`config.mk`:
```
export PLATFORM = sky130hd
export DESIGN_NAME = rvfpm_pipe_ctrl
export DESIGN_NICKNAME = d
export VERILOG_FILES = /design/src/rtl/rvfpm_pkg.sv /design/src/rtl/rvfpm_hazard_chk.sv /design/src/rtl/rvfpm_pipe_ctrl.sv
export SDC_FILE = /design/constraint.sdc
export NUM_CORES = 1
export LEC_CHECK = 0
export CORE_AREA = 2 2 120 122
export CTS_BUF_LIST = sky130_fd_sc_hd__clkbuf_4 sky130_fd_sc_hd__clkbuf_8 sky130_fd_sc_hd__clkbuf_16
export DETAILED_ROUTE_END_ITERATION = 6
export DIE_AREA = 0 0 122 124
export PLACE_DENSITY = 0.7
export SKIP_CTS_REPAIR_TIMING = 1
export SYNTH_ARGS = -nofsm -noshare
export SYNTH_HDL_FRONTEND = slang
export SYNTH_HIERARCHICAL = 1
export SYNTH_SLANG_ARGS = --single-unit
```
`constraint.sdc`:
```
create_clock -name ck -period 5.2 [get_ports ck]
set_input_delay 1.04 -clock ck [delete_from_list [all_inputs] [get_ports ck]]
set_output_delay 1.04 -clock ck [all_outputs]
set_load 0.02 [all_outputs]
```
`src/rtl/rvfpm_pkg.sv`:
```
// Shared types and constants for the rvfpm pipeline controller.
package rvfpm_pkg;

    parameter int FLEN       = 32;
    parameter int X_ID_WIDTH = 4;
    parameter int NUM_REGS   = 32;

    localparam int FP_REG_AW = $clog2(NUM_REGS);
    localparam int REG_IDX_W = 5;

    localparam int RD_LSB  = 7;
    localparam int RS1_LSB = 15;
    localparam int RS2_LSB = 20;
    localparam int RS3_LSB = 27;

    typedef struct packed {
        logic                  valid;
        logic [X_ID_WIDTH-1:0] id;
        logic [REG_IDX_W-1:0]  rd;
        logic                  we;
        logic [FLEN-1:0]       data;
    } stage_t;

endpackage

```
`src/rtl/rvfpm_hazard_chk.sv`:
```
// Read-after-write hazard detect: any used source matching a valid in-flight writer.
module rvfpm_hazard_chk
    import rvfpm_pkg::*;
#(
    parameter int NUM_STAGES = 4,
    parameter int AW         = FP_REG_AW
) (
    input  logic [2:0][AW-1:0]          rs_idx_i,
    input  logic [2:0]                  rs_used_i,
    input  logic [NUM_STAGES-1:0]       stage_valid_i,
    input  logic [NUM_STAGES-1:0]       stage_we_i,
    input  logic [NUM_STAGES-1:0][AW-1:0] stage_rd_i,
    output logic                        hazard_o
);

    // The retiring stage is included on purpose: there is no result bypass.
    always_comb begin
        hazard_o = 1'b0;
        for (int s = 0; s < 3; s++) begin
            for (int k = 0; k < NUM_STAGES; k++) begin
                if (rs_used_i[s] && stage_valid_i[k] && stage_we_i[k] &&
                    (stage_rd_i[k] == rs_idx_i[s])) begin
                    hazard_o = 1'b1;
                end
            end
        end
    end

endmodule

```
`src/rtl/rvfpm_pipe_ctrl.sv`:
```
// In-order issue/retire pipeline for the rvfpm FP model: delays model results by
// PIPELINE_STAGES with bubble-collapsing backpressure, RAW scoreboard and flush.
module rvfpm_pipe_ctrl
    import rvfpm_pkg::*;
#(
    parameter int PIPELINE_STAGES = 4,
    parameter int NUM_REGS        = rvfpm_pkg::NUM_REGS,
    parameter int FLEN            = rvfpm_pkg::FLEN,
    parameter int X_ID_WIDTH      = rvfpm_pkg::X_ID_WIDTH
) (
    input  logic                                   ck,
    input  logic                                   rst,
    input  logic                                   issue_valid,
    output logic                                   issue_ready,
    input  logic [X_ID_WIDTH-1:0]                  issue_id,
    input  logic [31:0]                            issue_instr,
    input  logic [2:0]                             issue_rs_used,
    input  logic                                   issue_rd_we,
    input  logic [FLEN-1:0]                        exec_result,
    input  logic                                   flush,
    output logic                                   result_valid,
    input  logic                                   result_ready,
    output logic [X_ID_WIDTH-1:0]                  result_id,
    output logic [4:0]                             result_rd,
    output logic                                   result_we,
    output logic [FLEN-1:0]                        result_data,
    output logic                                   busy,
    output logic [$clog2(PIPELINE_STAGES+1)-1:0]   occupancy
);

    localparam int LAST  = PIPELINE_STAGES - 1;
    localparam int OCC_W = $clog2(PIPELINE_STAGES + 1);
    localparam int AW    = $clog2(NUM_REGS);

    logic                                valid_vec;
    logic [PIPELINE_STAGES-1:0]          stage_valid;
    logic [PIPELINE_STAGES-1:0]          stage_we;
    logic [PIPELINE_STAGES-1:0][AW-1:0]  stage_rd;
    logic [2:0][AW-1:0]                  rs_idx;
    logic                                hazard;
    logic                                issue_accept;
    logic [OCC_W-1:0]                    occ_d;
    logic                                unused_instr;

    assign issue_accept = issue_valid & issue_ready;

    // Each stage computes whether it can take a new entry (free_s) and whether its
    // own entry moves on (adv_s); the chain runs combinationally from the tail.
    for (genvar k = 0; k < PIPELINE_STAGES; k++) begin : gen_stage
        stage_t stage_q;
        stage_t stage_d;
        stage_t in_data;
        logic   in_valid;
        logic   adv_s;
        logic   free_s;

        if (k == LAST) begin : g_tail
            assign adv_s = stage_q.valid & result_ready;
        end else begin : g_mid
            assign adv_s = stage_q.valid & gen_stage[k+1].free_s;
        end

        assign free_s = ~stage_q.valid | adv_s;

        if (k == 0) begin : g_head
            assign in_valid = issue_accept;
            assign in_data  = '{valid: 1'b1,
                                id:    issue_id,
                                rd:    issue_instr[RD_LSB +: REG_IDX_W],
                                we:    issue_rd_we,
                                data:  exec_result};
        end else begin : g_body
            assign in_valid = gen_stage[k-1].adv_s;
            assign in_data  = gen_stage[k-1].stage_q;
        end

        always_comb begin
            stage_d = stage_q;
            if (free_s) begin
                if (in_valid) begin
                    stage_d = in_data;
                end
                stage_d.valid = in_valid;
            end
            if (flush) begin
                stage_d.valid = 1'b0;
            end
        end

        // Only the valid bit is reset; payload is don't-care while invalid.
        always_ff @(posedge ck or posedge rst) begin
            if (rst) begin
                stage_q.valid <= 1'b0;
            end else begin
                stage_q <= stage_d;
            end
        end

        assign stage_valid[k] = stage_q.valid;
        assign stage_we[k]    = stage_q.we;
        assign stage_rd[k]    = stage_q.rd[AW-1:0];
    end

    assign rs_idx[0] = issue_instr[RS1_LSB +: AW];
    assign rs_idx[1] = issue_instr[RS2_LSB +: AW];
    assign rs_idx[2] = issue_instr[RS3_LSB +: AW];

    rvfpm_hazard_chk #(
        .NUM_STAGES (PIPELINE_STAGES),
        .AW         (AW)
    ) u_hazard_chk (
        .rs_idx_i      (rs_idx),
        .rs_used_i     (issue_rs_used),
        .stage_valid_i (stage_valid),
        .stage_we_i    (stage_we),
        .stage_rd_i    (stage_rd),
        .hazard_o      (hazard)
    );

    assign issue_ready = gen_stage[0].free_s & ~hazard & ~flush;

    always_comb begin
        occ_d = '0;
        for (int k = 0; k < PIPELINE_STAGES; k++) begin
            occ_d = occ_d + OCC_W'(stage_valid[k]);
        end
    end

    assign valid_vec = |stage_valid;
    assign occupancy = occ_d;
    assign busy      = valid_vec;

    assign result_valid = gen_stage[LAST].stage_q.valid;
    assign result_id    = gen_stage[LAST].stage_q.id;
    assign result_rd    = gen_stage[LAST].stage_q.rd;
    assign result_we    = gen_stage[LAST].stage_q.we;
    assign result_data  = gen_stage[LAST].stage_q.data;

    assign unused_instr = ^{issue_instr[6:0], issue_instr[14:12], issue_instr[26:25]};

endmodule

```
==> impl_metrics.tcl <==
set metrics [dict create \
    status "complete, no violations" \
    drive_gt1_share_pct 9.77 \
    grt_pass1_wl_um 14500 \
    swShare_pct 21.6 \
    boundaryPins 125 \
    gp_congestion 0.777 \
    ys_seq_area_share_pct 84.7 \
    grt_use_met3_pct 4.99 \
    use_met1_pct 14.7 \
    synth_cells 291 \
    powerDensity_nw_per_um2 358 \
    vdd_drop_max_mv 0.223 \
    fin_cells 620 \
    cts.sinks 172 \
    n_antenna_cell 0 \
    finalHoldViolCount 0 \
    grt_max_degree 43 \
    track_usage_pct 13.4 \
    arrival_ps 3460 \
    fin_skew_ps 8.19 \
    placed_cells 588 \
    pwr-share-seq_pct 54.1 \
    yosysTopAreaCellShare_pct 83.1 \
    initial_core_util_pct 44.2 \
    syn_area_per_cell_um2 20.9 \
    fin_nets 508 \
    period_needed_ps 4500 \
    switchingPower_mw 0.622 \
    cts-root-buf "clkbuf_16" \
    rsz0062_at_grt "false" \
    synth.distinct_cells 26 \
    cp_num_buf_inv 2 \
    overflow 0 \
    slew-limit-headroom_pct 34.8 \
    hp-class "flip-flop to flip-flop" \
    crit_type "input pin to primary output" \
    tns_ps 0 \
    maxCapViolations 0 \
    dr.pass1.iters 4 \
    busiest_layer "met2" \
    clock_path_buffers 2 \
    use_met2_pct 22.8 \
    crit_slowest_cell "clkdlybuf4s50_1" \
    seqCellArea_um2 5140 \
    path_delay_family "buffers and inverters" \
    ys.warnings.count 6 \
    end_kind "primary output" \
    multi_input_area_um2 918 \
    drt_iter0_markers 282 \
    power_frac_comb_pct 4.6 \
    worst_ep_required_time_ps 4160 \
    antenna_found_initial 0 \
    crit_fanout 4 \
    die_w_um 122 \
    fin_total_pwr_mw 2.88 \
    viasPerCell 4.71 \
    dieArea_um2 15100 \
    internal_power_mw 2.26 \
    tightest_slew_ps 978 \
    grt_pass1_vias 2915 \
    power_frac_clock_pct 41.2 \
    synth_largest_area_cell "edfxtp_1" \
    synth_area_leaders "edfxtp_1 (83%), xor2_1 (6.9%), xnor2_1 (1.7%)" \
    start_kind "input pin" \
    synth-seq-cells 172 \
    syn-cell-area_um2 6070 \
    ant_nets 0 \
    worstPathCellList "clkdlybuf4s50_1 > xor2_1 > nor4_1 > nand4_1 > nand4_1 > or3_1 > a211oi_1 > clkdlybuf4s50_1" \
    nFillCells 1043 \
    p_leak_nw 2.70 \
    fmax_mhz 222 \
    h-tree-depth 4 \
    wl_um 9640 \
    dp_hpwl_um 6820 \
    path_clk_slew_ps 70 \
    drc_errors 0 \
    cts_tree "yes" \
    cts_buffers 17 \
    vias 2921 \
    core-area_um2 13700 \
    area_growth_pct 32.6 \
    synth_fp_nets 372 \
    rows 43 \
    drv_slew 0 \
    dieHeight_um 124 \
    port_buffers 112 \
    slowest_delay_ps 640 \
    period_share_pct 86.6 \
    wl_per_cell_um 15.6 \
    clk_latency_ps 420 \
    setup_violations 0 \
]
-- cells in the mapped netlist, drive strengths merged --
cell	n
or4b	1
or3	1
and3	1
nor2b	1
nand4b	1
o31ai	1
a211oi	1
fa	1
or3b	1
nor3	2
o21ba	1
xnor2	12
xor2	48
inv	7
nand4	15
edfxtp	168
nand3	1
a21oi	3
and4b	1
nand3b	1
nor4	12
and2	4
dfrtp	4
ha	3
-- power groups by stage --
stage               logic (mW)  clock network, mW  registers [mW]
global placement         0.131                  0            1.59
finish                   0.133               1.19            1.56
floorplan               0.0455                  0            1.59
detailed placement       0.134                  0            1.59
global route             0.144               1.28            1.56
CTS                      0.134               1.22            1.56
-- final timing paths --
kind,slack [ps],to,cells after the start,start
setup / recovery,700,issue_ready,8,issue_instr[31]
hold / removal,420,gen_stage[1].stage_q[12],0,gen_stage[0].stage_q[12]
setup reg to reg,2220,gen_stage[0].stage_q[12],8,gen_stage[1].stage_q[36]
hold reg to reg,420,gen_stage[1].stage_q[12],0,gen_stage[0].stage_q[12]
max in group asynchronous,4100,gen_stage[1].stage_q[42],2,rst
min in group asynchronous,940,gen_stage[2].stage_q[42],2,rst
-- cells in the final DEF, fill, tap and decap left out, types with 2 or more instances in the layout --
cell type        count
buf_4                5
nor4_1              12
nor3_2               2
clkinv_4             6
dfrtp_1              4
edfxtp_1           168
and2_0               3
xor2_1              48
nand4_1             15
a21oi_1              2
ha_1                 3
clkbuf_16           17
xnor2_1             12
inv_1                7
clkdlybuf4s50_1    112
inv_8                4
-- per-stage QoR --
stage / setup WS (ps) / util (%) / hold WS (ps) / cell area [um^2]
2_1_floorplan: 573 / - / 400 / 6070
3_3_place_gp: 736 / 54.5 / 400 / 7470
3_5_place_dp: 750 / 54.5 / 405 / 7470
4_1_cts: 715 / 58.7 / 419 / 8050
5_1_grt: 567 / 58.7 / 426 / 8050
6_report: 695 / 58.7 / 418 / 8050
-- worst register-to-register path: stages (launching register included) --
cell and delay [ps]:
edfxtp_1 490, xor2_1 230, nor4_1 100, nand4_1 110, nand4_1 90, or3_1 380, or4b_1 590, a21oi_4 130
buf_4 480
-- cell families after synthesis --
kind of cell | synth area share (%)
AOI/OAI and AO/OA | 0.721
xor gates and xnor gates | 8.66
adders and majority gates | 0.948
buffers and inverters | 0.433
DFF | 84.7
and+or+nand+nor | 4.49
-- final cells by class --
cell class | count | share of cell area [%]
well taps | 180 | 2.80
multi-input cells | 112 | 11.4
flip-flops and latches | 172 | 63.9
repair buffers | 117 | 14.4
clock buffers | 17 | 5.28
inverters | 7 | 0.326
clock inverters | 15 | 1.88
-- state kept, by name, indices dropped and copies added (netlist names) --
signal / cells
result_id: 4
result_valid: 1
result_rd: 5
result_data: 32
gen_stage.stage_q: 129
result_we: 1
-- per-layer routing --
layer | vias up | share of wire (%)
met5 | - | 0
met4 | 0 | 2.4
met3 | 19 | 5.6
met2 | 94 | 53
met1 | 1401 | 39
li1 | 1407 | -
(Power assumes the default switching activity.)
